===== src/rtl/dmem_access_ctrl.sv =====
// Byte-serial data memory sequencer: splits byte/word loads and stores into
// little-endian byte accesses and stalls the pipeline until the response.
module dmem_access_ctrl #(
  parameter int MEM_BYTES = 22
) (
  input  logic        clk,
  input  logic        reset,
  input  logic        req_valid,
  input  logic        req_write,
  input  logic        req_word,
  input  logic [31:0] req_addr,
  input  logic [31:0] req_wdata,
  output logic        stall,
  output logic        resp_valid,
  output logic [31:0] resp_rdata,
  output logic        resp_err,
  output logic [31:0] mem_addr,
  output logic        mem_re,
  output logic        mem_we,
  output logic [7:0]  mem_wdata,
  input  logic [7:0]  mem_rdata
);

  typedef enum logic [1:0] {
    IDLE,
    ISSUE,
    DRAIN,
    DONE
  } state_t;

  state_t      state_q, state_d;
  logic        write_q, write_d;
  logic        word_q, word_d;
  logic [31:0] addr_q, addr_d;
  logic [31:0] wdata_q, wdata_d;
  logic [1:0]  idx_q, idx_d;
  logic [31:0] rdata_q, rdata_d;

  logic        resp_valid_q, resp_valid_d;
  logic [31:0] resp_rdata_q, resp_rdata_d;
  logic        resp_err_q, resp_err_d;
  logic [31:0] mem_addr_q, mem_addr_d;
  logic        mem_re_q, mem_re_d;
  logic        mem_we_q, mem_we_d;
  logic [7:0]  mem_wdata_q, mem_wdata_d;

  logic [32:0] end_addr;
  logic        last;
  logic [31:0] wsh;

  function automatic logic [31:0] put_byte(
    input logic [31:0] w,
    input logic [1:0]  i,
    input logic [7:0]  b
  );
    logic [31:0] m;
    m = 32'h0000_00ff << {i, 3'b000};
    return (w & ~m) | ({24'b0, b} << {i, 3'b000});
  endfunction

  assign end_addr = {1'b0, req_addr} + (req_word ? 33'd4 : 33'd1);
  assign last     = word_q ? (idx_q == 2'd3) : 1'b1;

  always_comb begin
    state_d      = state_q;
    write_d      = write_q;
    word_d       = word_q;
    addr_d       = addr_q;
    wdata_d      = wdata_q;
    idx_d        = idx_q;
    rdata_d      = rdata_q;
    resp_valid_d = 1'b0;
    resp_rdata_d = resp_rdata_q;
    resp_err_d   = 1'b0;
    mem_addr_d   = mem_addr_q;
    mem_re_d     = 1'b0;
    mem_we_d     = 1'b0;
    mem_wdata_d  = mem_wdata_q;
    wsh          = '0;
    unique case (state_q)
      IDLE: begin
        if (req_valid) begin
          write_d = req_write;
          word_d  = req_word;
          addr_d  = req_addr;
          wdata_d = req_wdata;
          idx_d   = 2'd0;
          rdata_d = '0;
          if (end_addr > 33'(MEM_BYTES)) begin
            state_d      = DONE;
            resp_valid_d = 1'b1;
            resp_err_d   = 1'b1;
            resp_rdata_d = '0;
          end else begin
            state_d     = ISSUE;
            mem_addr_d  = req_addr;
            mem_we_d    = req_write;
            mem_re_d    = !req_write;
            mem_wdata_d = req_wdata[7:0];
          end
        end
      end
      ISSUE: begin
        // read data lags its strobe by one cycle
        if (!write_q && idx_q != 2'd0)
          rdata_d = put_byte(rdata_q, idx_q - 2'd1, mem_rdata);
        if (last) begin
          if (write_q) begin
            state_d      = DONE;
            resp_valid_d = 1'b1;
            resp_rdata_d = '0;
          end else begin
            state_d = DRAIN;
          end
        end else begin
          idx_d       = idx_q + 2'd1;
          wsh         = wdata_q >> {idx_d, 3'b000};
          mem_addr_d  = addr_q + {30'b0, idx_d};
          mem_we_d    = write_q;
          mem_re_d    = !write_q;
          mem_wdata_d = wsh[7:0];
        end
      end
      DRAIN: begin
        rdata_d      = put_byte(rdata_q, idx_q, mem_rdata);
        state_d      = DONE;
        resp_valid_d = 1'b1;
        resp_rdata_d = rdata_d;
      end
      DONE: begin
        state_d = IDLE;
      end
    endcase
  end

  always_ff @(posedge clk or posedge reset) begin
    if (reset) begin
      state_q      <= IDLE;
      write_q      <= 1'b0;
      word_q       <= 1'b0;
      addr_q       <= '0;
      wdata_q      <= '0;
      idx_q        <= '0;
      rdata_q      <= '0;
      resp_valid_q <= 1'b0;
      resp_rdata_q <= '0;
      resp_err_q   <= 1'b0;
      mem_addr_q   <= '0;
      mem_re_q     <= 1'b0;
      mem_we_q     <= 1'b0;
      mem_wdata_q  <= '0;
    end else begin
      state_q      <= state_d;
      write_q      <= write_d;
      word_q       <= word_d;
      addr_q       <= addr_d;
      wdata_q      <= wdata_d;
      idx_q        <= idx_d;
      rdata_q      <= rdata_d;
      resp_valid_q <= resp_valid_d;
      resp_rdata_q <= resp_rdata_d;
      resp_err_q   <= resp_err_d;
      mem_addr_q   <= mem_addr_d;
      mem_re_q     <= mem_re_d;
      mem_we_q     <= mem_we_d;
      mem_wdata_q  <= mem_wdata_d;
    end
  end

  assign stall      = req_valid && !reset && (state_q != DONE);
  assign resp_valid = resp_valid_q;
  assign resp_rdata = resp_rdata_q;
  assign resp_err   = resp_err_q;
  assign mem_addr   = mem_addr_q;
  assign mem_re     = mem_re_q;
  assign mem_we     = mem_we_q;
  assign mem_wdata  = mem_wdata_q;

endmodule


===== config.mk =====
export PLATFORM = sky130hd
export DESIGN_NAME = dmem_access_ctrl
export DESIGN_NICKNAME = d
export VERILOG_FILES = /design/src/rtl/dmem_access_ctrl.sv
export SDC_FILE = /design/constraint.sdc
export NUM_CORES = 1
export LEC_CHECK = 0
export CAP_MARGIN = 5
export CORE_MARGIN = 1
export CORE_UTILIZATION = 50
export DETAILED_ROUTE_END_ITERATION = 7
export PLACE_DENSITY = 0.75
export SYNTH_ARGS = -nofsm -noshare
export SYNTH_HDL_FRONTEND = slang
export SYNTH_SLANG_ARGS = --single-unit
export TNS_END_PERCENT = 100

===== constraint.sdc =====
create_clock -name clk -period 6.9 [get_ports clk]
set_input_delay 1.38 -clock clk [delete_from_list [all_inputs] [get_ports clk]]
set_output_delay 1.38 -clock clk [all_outputs]
set_load 0.01 [all_outputs]

**After elaboration in Yosys (flattened, before gate mapping)**

Cells that the tools add are included.

- Register bits after elaboration: 178
- Input port bits: 77

- Order comparisons: 1
- Equality and inequality tests: 12
- Reductions and logical operators: 16
- Shift-type cells: 5
- Bitwise operators: 6
- Multiplexer cells: 40
- $add $sub $neg: 4

Operator list:

| kind | number |
|---|---|
| 32-bit two-way mux | 9 |
| 32-bit case mux with 3 select lines | 2 |
| 32-bit AND | 2 |
| 32-bit NOT | 2 |
| 32-bit bitwise OR | 2 |
| 32-bit case mux with 2 select lines | 1 |
| 8-bit by 5-bit left shift with 32-bit output | 2 |
| 8-bit by 5-bit left shift with 32-bit output (first input constant) | 2 |
| 32-bit by 3-bit adder with 33-bit output | 1 |
| 33-bit by 5-bit greater-than comparator with 1-bit output (second input constant) | 1 |
| 32-bit by 2-bit adder with 32-bit output | 1 |
| 32-bit by 5-bit >> shifter with 8-bit output | 1 |
| 8-bit two-way mux | 3 |
| 2-bit inequality test (second input constant) | 8 |
| 8-bit case mux with 2 select lines | 1 |
| 1-bit two-way mux | 13 |
| 2-bit two-way mux | 5 |
| 2-bit case mux with 4 select lines | 1 |
| 2-bit equality test (second input constant) | 3 |
| 3-bit AND reduction | 2 |
| 5-bit AND reduction | 1 |
| 1-bit case mux with 2 select lines | 2 |
| 2-bit case mux with 2 select lines | 1 |
| 2-bit AND reduction | 2 |
| 11 further kinds | 16 |

**Longest topological paths before layout**

Gate-level depths: netlist (run 1).

- Depth in word-level cells: 7
- Mapped depth: 15

**Least setup slack after synthesis (run 1)**

Ideal clock, no wire load.

- Kind: input -> register
- From: input req_word
- To: register mem_addr_q[0] (netlist: mem_addr[0])
- Data required time: 6775 ps
- Arrival time: 3957 ps
- Path buffers: 2
- Setup slack: 2818 ps
- Stages on the path: 11
- Cells stage by stage: ha_1 -> a31o_2 -> and3_1 -> clkbuf_1 -> or3_1 -> a2bb2o_1 -> and4b_1 -> nand4_1 -> o2bb2ai_1 -> buf_4 -> mux2_2

- Longest elaborated chain between the ends: 5

RTL lines:

| what | RTL line | RTL |
|---|---|---|
| start, declared | 10 | `input logic req_word,` |
| 3-bit two-way mux | 61 | `assign end_addr = {1'b0, req_addr} + (req_word ? 33'd4 : 33'd1);` |
| 32-bit by 3-bit adder with 33-bit output | 61 |  |
| 33-bit by 5-bit greater-than comparator with 1-bit output | 89 | `if (end_addr > 33'(MEM_BYTES)) begin` |
| 2-bit inequality test (no source line) | - |  |
| 4-bit AND reduction (no source line) | - |  |
| end signal, assigned | 163 | `mem_addr_q <= mem_addr_d;` |
| end, declared | 42 | `logic [31:0] mem_addr_q, mem_addr_d;` |

Every way passes these cells.
A chain may end at the register's enable or synchronous reset.

**Worst setup path after layout (run 1)**

- From: input req_word
- To: register mem_addr_q[5] (netlist: mem_addr[5])

The elaborated chain is that of the path after synthesis.

==> impl_metrics.env, run 1 <==
export IMPL_cts_sinks=178
export IMPL_synth_area_leader_cell="dfrtp_1"
export IMPL_yosys_warnings=0
export IMPL_antenna_cells=0
export IMPL_cts_buffers_inserted=17
export IMPL_gp_congestion=0.858
export IMPL_hp_class="reg -> reg"
export IMPL_std_cell_rows=50
export IMPL_drv_slew=0
export IMPL_netlist_area_mm2=0.00983
export IMPL_p_int_mw=3.39
export IMPL_yosysSeqAreaShare_pct=45.3
export IMPL_wl_per_cell_um=18.5
export IMPL_fin_crit_sh_pct=73.2
export IMPL_clk_pin_slew_worst_paths_ns=0.07
export IMPL_ios=154
export IMPL_power_per_cell_area_mw_per_mm2=436
export IMPL_drt_iter0_markers=594
export IMPL_synthDistinctLibCells=67
export IMPL_layout_drive_gt1_share_pct=20.0
export IMPL_synthFlopType="dfrtp_1"
export IMPL_grt_pass1_wl_mm=38.4
export IMPL_clock_power_share_pct=19.6
export IMPL_grt_usage_pct=24.6
export IMPL_design_die_area_mm2=0.0202
export IMPL_seqPwrFrac_pct=34.1
export IMPL_gr_total_overflow=0
export IMPL_syn_nets=994
export IMPL_fin_util_pct=64.1
export IMPL_postSynthAreaPerCell_um2=10.9
export IMPL_first_pass_iters=5
export IMPL_finalSetupViolCount=0
export IMPL_yosys_area_share_adder_pct=1.99
export IMPL_vias=7533
export IMPL_cp_cell_sequence="clkdlybuf4s50_1 -> inv_1 -> ha_1 -> ha_1 -> a21oi_2 -> nor3_2 -> a2111o_1 -> o31ai_1 -> and4_1 -> nand2_1 -> o2bb2ai_4 -> buf_4 -> mux2_2"
export IMPL_ir_worst_vdd_mv=0.252
export IMPL_start_util_pct=51.8
export IMPL_rsz0062_at_grt="false"
export IMPL_cts_tree="done"
export IMPL_synth_seq_cells=178
export IMPL_switchingPower_mw=1.90
export IMPL_synth_top_family_by_area="multiplexers"
export IMPL_finClkSkew_ns=0.00893
export IMPL_outcome="finished, final reports clean"
export IMPL_hold_viol=0
export IMPL_tns_ns=0
export IMPL_critPathRequiredTime_ns=7.22
export IMPL_worst_path_largest_cell_delay_ns=0.80
export IMPL_placed_cell_area_mm2=0.0115
export IMPL_post_cts_resized=0
export IMPL_synth_mux_area_share_pct=19.7
export IMPL_final_nets=1119
export IMPL_drtAntennaViolNets=0
export IMPL_core_area_mm2=0.0190
export IMPL_grt_pass1_vias=7406
export IMPL_grt_antenna_before_repair=0
export IMPL_path_max_fanout=28
export IMPL_clockRootBuffer="clkbuf_16"
export IMPL_die_w_um=142
export IMPL_arrival_ns=5.37
export IMPL_crit_top_cell="ha_1"
export IMPL_h_tree_depth=4
export IMPL_finalCriticalPeriod_ns=5.05
export IMPL_portBuffers=153
export IMPL_clk_latency_ns=0.43
export IMPL_cp_end_kind="register"
export IMPL_syn_inst=902
export IMPL_cap_violations=0
export IMPL_swShare_pct=36.0
export IMPL_cts_setup_buffers=0
export IMPL_synth_compound_area_share_pct=13.6
export IMPL_vias_per_cell=5.80
export IMPL_slew_headroom_pct=24.5
export IMPL_synth_simple_area_share_pct=11.7
export IMPL_dp_hpwl_mm=16.5
export IMPL_synthXorXnorAreaFrac_pct=3.12
export IMPL_criticalPathCategory="in -> reg"
export IMPL_grt_max_degree=80
export IMPL_hold_buffers=0
export IMPL_synth_top_cell_area_share_pct=45.3
export IMPL_synth_area_leaders="dfrtp_1, mux2_2, mux2_4"
export IMPL_totalWireLength_mm=24.0
export IMPL_final_area_mm2=0.0121
export IMPL_synthArstFlopShare_pct=100
export IMPL_combinationalPowerShare_pct=46.3
export IMPL_area_growth_pct=23.6
export IMPL_cp_start_kind="input port"
export IMPL_die_h_um=142
export IMPL_synth_edf_count=0
export IMPL_cts_max_path_buffers=2
export IMPL_drc=0
export IMPL_leakagePower_nw=5.04
export IMPL_worstMarginPinSlew_ns=1.13
export IMPL_cpMaxStageDelayCell="o2bb2ai_4"
export IMPL_max_freq_mhz=198
registers in the layout, indices dropped and copies added, names as in the netlist:
signal and cells:
addr_q 32, idx_q 2, mem_addr 32, mem_re 1, mem_wdata 8, mem_we 1
rdata_q 32, resp_err 1, resp_rdata 32, resp_valid 1, state_q 2, wdata_q 32
word_q 1, write_q 1
cell usage after synthesis (all sizes together), types with 8 or more instances:
master,count
xor2,24
dfrtp,178
a2bb2oi,8
ha,14
mux2,142
o21bai,16
nor2b,8
nand3,27
inv,46
o21ai,14
nand2,46
xnor2,11
mux4,8
and4,8
buf,13
and2,29
a22o,19
clkbuf,42
nand4,15
a21oi,51
o22ai,58
and3,10
nor2,49
per-stage QoR:
| stage | power (mW) | setup WS [ns] | hold slack, ns | std cells |
|---|---|---|---|---|
| floorplan | 3.46 | 0.690 | 0.473 | 902 |
| global placement | 4.20 | 1.53 | 0.482 | 1268 |
| detailed placement | 4.26 | 1.41 | 0.487 | 1268 |
| CTS | 5.32 | 1.86 | 0.504 | 1299 |
| global route | 5.61 | 1.66 | 0.521 | 1299 |
| finish | 5.29 | 1.85 | 0.501 | 1299 |
final cells by class:
cell class              count  area, um^2
clock buffers              17         425
clock inverters            14         203
fillers                  1519        6810
inverters                  48         185
multi-input cells         621        4960
flip-flops and latches    178        4450
well taps                 260         325
repair buffers            161        1590
final timing paths:
path	from	to	slack [ns]	depth (start not counted)
setup / recovery	req_word	mem_addr[5]	1.85	13
hold / removal	wdata_q[1]	wdata_q[1]	0.50	1
setup reg to reg	idx_q[1]	mem_addr[24]	2.02	11
hold reg to reg	wdata_q[1]	wdata_q[1]	0.50	1
max in group asynchronous	reset	addr_q[26]	3.98	3
min in group asynchronous	reset	mem_addr[20]	1.49	2
per-layer routing:
metal / wire [um] / GRT usage [%] / share of wire (%)
met1: 11000 / 34.0 / 46
met3: 1560 / 6.16 / 6.5
met2: 10900 / 37.1 / 46
met5: 0 / 0 / 0
met4: 541 / 9.45 / 2.3
cells in the final DEF, fill, tap and decap left out, drive strengths merged, types with 16 or more instances in the layout:
| master | instances |
|---|---|
| a21oi | 51 |
| clkbuf | 17 |
| clkdlybuf4s50 | 153 |
| a22o | 19 |
| o22ai | 58 |
| nand3 | 27 |
| and2 | 29 |
| o21bai | 16 |
| xor2 | 24 |
| nand2 | 46 |
| mux2 | 142 |
| nor2 | 49 |
| inv | 51 |
| dfrtp | 178 |
cells by family (layout without fill, tap and decap cells):
family	after synthesis	count (layout)
adder cells (fa/ha/maj)	15	15
AO/OA/AOI/OAI	201	201
buffers and inverters	103	240
XOR/XNOR	35	35
multiplexers	154	154
flip-flops	178	178
AND/OR/NAND/NOR	216	216
worst max-delay path: cells and delay by family:
kind	cells	cell delay, ns
AOI/OAI and AO/OA	4	1.79
buffers and inverters	3	0.85
and+or+nand+nor	3	0.55
adders and majority gates	2	0.44
muxes	1	0.34
power by group through the flow:
stage,sequential [mW],combinational (mW),clock [mW]
finish,1.81,2.45,1.04
global route,1.86,2.65,1.10
CTS,1.80,2.46,1.06
detailed placement,1.81,2.45,0
global placement,1.80,2.40,0
floorplan,1.78,1.68,0
No activity file was read; power rests on OpenSTA's default activity.
==> inputs of run 2 (changes only) <==
--- a/config.mk
+++ b/config.mk
@@ -7,9 +7,9 @@
 export LEC_CHECK = 0
 export CAP_MARGIN = 5
 export CORE_MARGIN = 1
-export CORE_UTILIZATION = 50
+export CORE_UTILIZATION = 49
 export DETAILED_ROUTE_END_ITERATION = 7
-export PLACE_DENSITY = 0.75
+export PLACE_DENSITY = 0.77
 export SYNTH_ARGS = -nofsm -noshare
 export SYNTH_HDL_FRONTEND = slang
 export SYNTH_SLANG_ARGS = --single-unit
==> constraint.sdc (replaced) <==
create_clock -name clk -period 4.6 [get_ports clk]
set_input_delay 0.92 -clock clk [delete_from_list [all_inputs] [get_ports clk]]
set_output_delay 0.92 -clock clk [all_outputs]
set_load 0.01 [all_outputs]
==> run 2 against run 1 <==
Net effect:
- flip-flop and latch count stayed put
- non-clock buffer count is 14 higher
- utilization is 1.6 points lower
==> impl_metrics.env, run 2 (synthesis results as in run 1) <==
export IMPL_max_freq_mhz=256
export IMPL_dp_hpwl_mm=17.1
export IMPL_layout_common_cells="dfrtp_1, clkdlybuf4s50_1, mux2_2, o22ai_1, a21oi_1"
export IMPL_cts_max_path_buffers=2
export IMPL_p_int_mw=4.95
export IMPL_ir_worst_vdd_mv=0.339
export IMPL_grt_pass1_wl_mm=39.6
export IMPL_final_nets=1133
export IMPL_combinationalPowerShare_pct=48.0
export IMPL_cts_buffers_inserted=17
export IMPL_h_tree_depth=4
export IMPL_cap_violations=0
export IMPL_grt_antenna_before_repair=0
export IMPL_area_growth_pct=24.5
export IMPL_finalCriticalPeriod_ns=3.91
export IMPL_cp_start_kind="input port"
export IMPL_clockRootBuffer="clkbuf_16"
export IMPL_cts_tree="done"
export IMPL_cts_sinks=178
export IMPL_fin_crit_sh_pct=85.0
export IMPL_hp_class="reg -> reg"
export IMPL_power_per_cell_area_mw_per_mm2=640
export IMPL_drc=0
export IMPL_critPathRequiredTime_ns=4.92
export IMPL_worstMarginPinSlew_ns=1.08
export IMPL_slew_headroom_pct=27.4
export IMPL_arrival_ns=4.23
export IMPL_die_w_um=144
export IMPL_cts_setup_buffers=0
export IMPL_portBuffers=153
export IMPL_ios=154
export IMPL_criticalPathCategory="in -> reg"
export IMPL_outcome="finished, final reports clean"
export IMPL_swShare_pct=36.8
export IMPL_first_pass_iters=5
export IMPL_tns_ns=0
export IMPL_finClkSkew_ns=0.00790
export IMPL_rsz0062_at_grt="false"
export IMPL_nFillCells=1592
export IMPL_clk_pin_slew_worst_paths_ns=0.07
export IMPL_finalSetupViolCount=0
export IMPL_path_max_fanout=32
export IMPL_layout_drive_gt1_share_pct=21.0
export IMPL_totalWireLength_mm=24.5
export IMPL_seqPwrFrac_pct=34.3
export IMPL_drt_iter0_markers=614
export IMPL_grt_pass1_vias=7477
export IMPL_vias_per_cell=5.83
export IMPL_die_h_um=144
export IMPL_clk_latency_ns=0.44
export IMPL_gp_congestion=0.954
export IMPL_hold_buffers=0
export IMPL_power_mw=7.83
export IMPL_layout_commonest_cell="dfrtp_1"
export IMPL_clock_power_share_pct=17.7
export IMPL_post_cts_resized=0
export IMPL_vias=7680
export IMPL_switchingPower_mw=2.88
export IMPL_std_cell_rows=51
export IMPL_core_area_mm2=0.0196
export IMPL_design_die_area_mm2=0.0206
export IMPL_wl_per_cell_um=18.6
export IMPL_leakagePower_nw=5.08
export IMPL_drv_slew=0
export IMPL_hold_viol=0
export IMPL_drtAntennaViolNets=0
export IMPL_grt_max_degree=61
export IMPL_cp_end_kind="register"
export IMPL_grt_usage_pct=24.8
export IMPL_gr_total_overflow=0
export IMPL_antenna_cells=0
export IMPL_start_util_pct=50.2
run 2: cell count changes in the layout (fill, tap and decap cells not counted):
cell / change
buf_12: +5
inv_6: +1
bufinv_16: -4
nor3_1: +1
clkbuf_8: +2
clkinvlp_4: +3
buf_4: +9
clkinv_4: -2
nor3_2: -1
run 2: stage by stage:
stage	cells	setup WS (ns)	utilization [%]	cell area (um^2)	hold WS [ns]
3_5_place_dp	1287	0.252	59.6	11700	0.492
6_report	1318	0.691	62.5	12200	0.505
3_3_place_gp	1287	0.316	59.6	11700	0.482
2_1_floorplan	902	0.978	-	9830	0.473
4_1_cts	1318	0.703	62.5	12200	0.509
5_1_grt	1318	0.452	62.5	12200	0.522
run 2: worst paths after layout:
check	cells past startpoint	end	startpoint	slack [ns]
setup reg to reg	12	mem_addr[31]	idx_q[1]	0.71
min in group asynchronous	2	resp_err	reset	0.99
max in group asynchronous	3	wdata_q[1]	reset	2.54
hold / removal	1	wdata_q[31]	wdata_q[31]	0.50
setup / recovery	10	resp_rdata[24]	req_addr[2]	0.69
hold reg to reg	1	wdata_q[31]	wdata_q[31]	0.50
run 2: metal layers:
| layer | vias up | track usage [%] | wire length [um] |
|---|---|---|---|
| met2 | 283 | 37.8 | 11200 |
| met5 | - | 0 | 0 |
| met3 | 42 | 4.53 | 1490 |
| met1 | 3789 | 35.5 | 11300 |
| li1 | 3566 | - | - |
| met4 | 0 | 8.57 | 452 |
run 2: layout make-up:
type / count / area, um^2 / share of cell area [%]
clock buffer: 19 / 453 / 3.70
timing repair buffer: 175 / 1760 / 14.4
clock inverter: 12 / 97.6 / 0.798
multi-input combinational: 621 / 4950 / 40.5
inverter: 48 / 184 / 1.50
tap: 265 / 332 / 2.71
sequential: 178 / 4450 / 36.4
run 2: power by group through the flow:
stage          Sequential (mW)  Combinational, mW  Clock, mW
2_1_floorplan             2.67               2.52          0
3_3_place_gp              2.68               3.67          0
3_5_place_dp              2.70               3.75          0
4_1_cts                   2.68               3.77       1.40
5_1_grt                   2.77               4.06       1.46
6_report                  2.69               3.76       1.38
run 2: worst max-delay path, cell delays in order:
cell             delay [ns]
clkdlybuf4s50_1        0.46
ha_1                   0.40
a31o_2                 0.22
nand3_1                0.22
or3_4                  0.46
o21a_1                 0.19
nor4b_2                0.32
nand4_2                0.20
o21a_4                 0.43
mux2_4                 0.37
==> inputs of run 3 (changes only) <==
==> constraint.sdc (replaced) <==
create_clock -name clk -period 3.4 [get_ports clk]
set_input_delay 0.68 -clock clk [delete_from_list [all_inputs] [get_ports clk]]
set_output_delay 0.68 -clock clk [all_outputs]
set_load 0.01 [all_outputs]
==> run 3 against run 2 <==
Net effect:
- sequential power grew 35%
- flip-flop and latch count unchanged
- combinational power up 46%
- largest cell class unchanged
==> impl_metrics.env, run 3 (synthesis results as in run 1) <==
export IMPL_outcome="finished, final reports clean"
export IMPL_leakagePower_nw=5.50
export IMPL_cts_tree="done"
export IMPL_worst_path_largest_cell_delay_ns=0.52
export IMPL_placed_cell_area_mm2=0.0121
export IMPL_final_nets=1200
export IMPL_layout_drive_gt1_share_pct=26.8
export IMPL_die_w_um=144
export IMPL_ir_worst_vdd_mv=0.620
export IMPL_std_cell_rows=51
export IMPL_seqPwrFrac_pct=32.6
export IMPL_dp_cells=1348
export IMPL_clockRootBuffer="clkbuf_16"
export IMPL_drc=0
export IMPL_final_area_mm2=0.0130
export IMPL_criticalPathCategory="in -> reg"
export IMPL_slew_headroom_pct=30.3
export IMPL_worstPathBufferInverterCount=3
export IMPL_vias_per_cell=5.81
export IMPL_cts_buffers_inserted=17
export IMPL_grt_max_degree=87
export IMPL_path_max_fanout=18
export IMPL_hp_class="reg -> reg"
export IMPL_gr_total_overflow=0
export IMPL_finalSetupViolCount=0
export IMPL_critPathRequiredTime_ns=3.72
export IMPL_fin_ws_ns=0.0591
export IMPL_cap_violations=0
export IMPL_grt_usage_pct=26.0
export IMPL_layout_commonest_cell="dfrtp_1"
export IMPL_worstMarginPinSlew_ns=1.05
export IMPL_combinationalPowerShare_pct=49.3
export IMPL_p_int_mw=7.14
export IMPL_clk_pin_slew_worst_paths_ns=0.06
export IMPL_first_pass_iters=5
export IMPL_die_h_um=144
export IMPL_clk_latency_ns=0.44
export IMPL_cp_end_kind="register"
export IMPL_gp_congestion=0.904
export IMPL_grt_antenna_before_repair=0
export IMPL_hold_viol=0
export IMPL_switchingPower_mw=4.02
export IMPL_cts_max_path_buffers=2
export IMPL_grt_pass1_vias=8039
export IMPL_start_util_pct=50.2
export IMPL_vias=8052
export IMPL_power_per_cell_area_mw_per_mm2=861
export IMPL_cpLargestDelayFamily="simple AND/OR/NAND/NOR gates"
export IMPL_totalWireLength_mm=26.1
export IMPL_wl_per_cell_um=18.8
export IMPL_finalCriticalPeriod_ns=3.34
export IMPL_finClkSkew_ns=0.0123
export IMPL_seqCellArea_mm2=0.00445
export IMPL_max_freq_mhz=299
export IMPL_arrival_ns=3.66
export IMPL_cts_sinks=178
export IMPL_rsz0062_at_grt="false"
export IMPL_area_growth_pct=31.8
export IMPL_swShare_pct=36.1
export IMPL_power_mw=11.2
export IMPL_instances_no_fill=1386
export IMPL_cp_cell_sequence="clkdlybuf4s50_1 -> nand4_2 -> or3_4 -> or3_4 -> o21a_1 -> nor4b_4 -> buf_4 -> nand4_2 -> o21a_4 -> buf_12 -> mux2_4"
export IMPL_h_tree_depth=4
export IMPL_multi_input_area_mm2=0.00506
export IMPL_layout_common_cells="dfrtp_1, clkdlybuf4s50_1, mux2_2, buf_4, o22ai_1"
export IMPL_portBuffers=153
export IMPL_core_area_mm2=0.0196
export IMPL_nFillCells=1542
export IMPL_drt_iter0_markers=603
export IMPL_cpMaxStageDelayCell="clkdlybuf4s50_1"
export IMPL_dp_hpwl_mm=18.0
export IMPL_fin_util_pct=66.1
export IMPL_place_worst_setup_slack_ns=-0.536
export IMPL_antenna_cells=0
export IMPL_drtAntennaViolNets=0
export IMPL_drv_slew=0
export IMPL_fin_crit_sh_pct=98.3
export IMPL_ios=154
export IMPL_tns_ns=0
export IMPL_grt_pass1_wl_mm=41.4
export IMPL_cp_start_kind="input port"
export IMPL_whs_ns=0.502
export IMPL_clock_power_share_pct=18.1
export IMPL_design_die_area_mm2=0.0206
[run 3: power by group through the flow]
stage | sequential, mW | clock, mW | combinational, mW
2_1_floorplan | 3.62 | 0 | 3.42
3_3_place_gp | 3.62 | 0 | 5.11
3_5_place_dp | 3.65 | 0 | 5.25
4_1_cts | 3.63 | 2.05 | 5.42
5_1_grt | 3.75 | 2.13 | 5.90
6_report | 3.64 | 2.02 | 5.50
[run 3: worst paths after layout]
check	startpoint	end	slack (ns)	depth (start not counted)
hold / removal	wdata_q[10]	wdata_q[10]	0.50	1
setup reg to reg	idx_q[1]	mem_addr[26]	0.32	11
min in group asynchronous	reset	resp_rdata[12]	0.67	2
setup / recovery	req_addr[14]	resp_rdata[6]	0.06	11
max in group asynchronous	reset	addr_q[12]	1.82	3
hold reg to reg	wdata_q[10]	wdata_q[10]	0.50	1
[run 3: layout make-up]
cell class | count | share of cell area [%]
Sequential cell | 178 | 34.4
Tap cell | 265 | 2.56
Timing Repair Buffer | 242 | 18.0
Multi-Input combinational cell | 621 | 39.0
Inverter | 48 | 1.42
Clock buffer | 22 | 3.66
Clock inverter | 10 | 0.946
[run 3: metal layers]
layer / track usage, % / routed length, um / up-vias
met4: 9.18 / 554 / 0
met3: 6.46 / 1960 / 47
met5: 0 / 0 / -
met1: 35.4 / 11400 / 3952
met2: 40.4 / 12100 / 348
li1: - / - / 3705
[run 3: repair_timing]
action / 4_1_cts / 5_1_grt
pin swaps: 3 / 10
gates resized for setup: 10 / 14
setup endpoints to repair: 71 / 72
cloned: 1 / 1
hold buffers: 0 / 0
setup buffers: 1 / 3
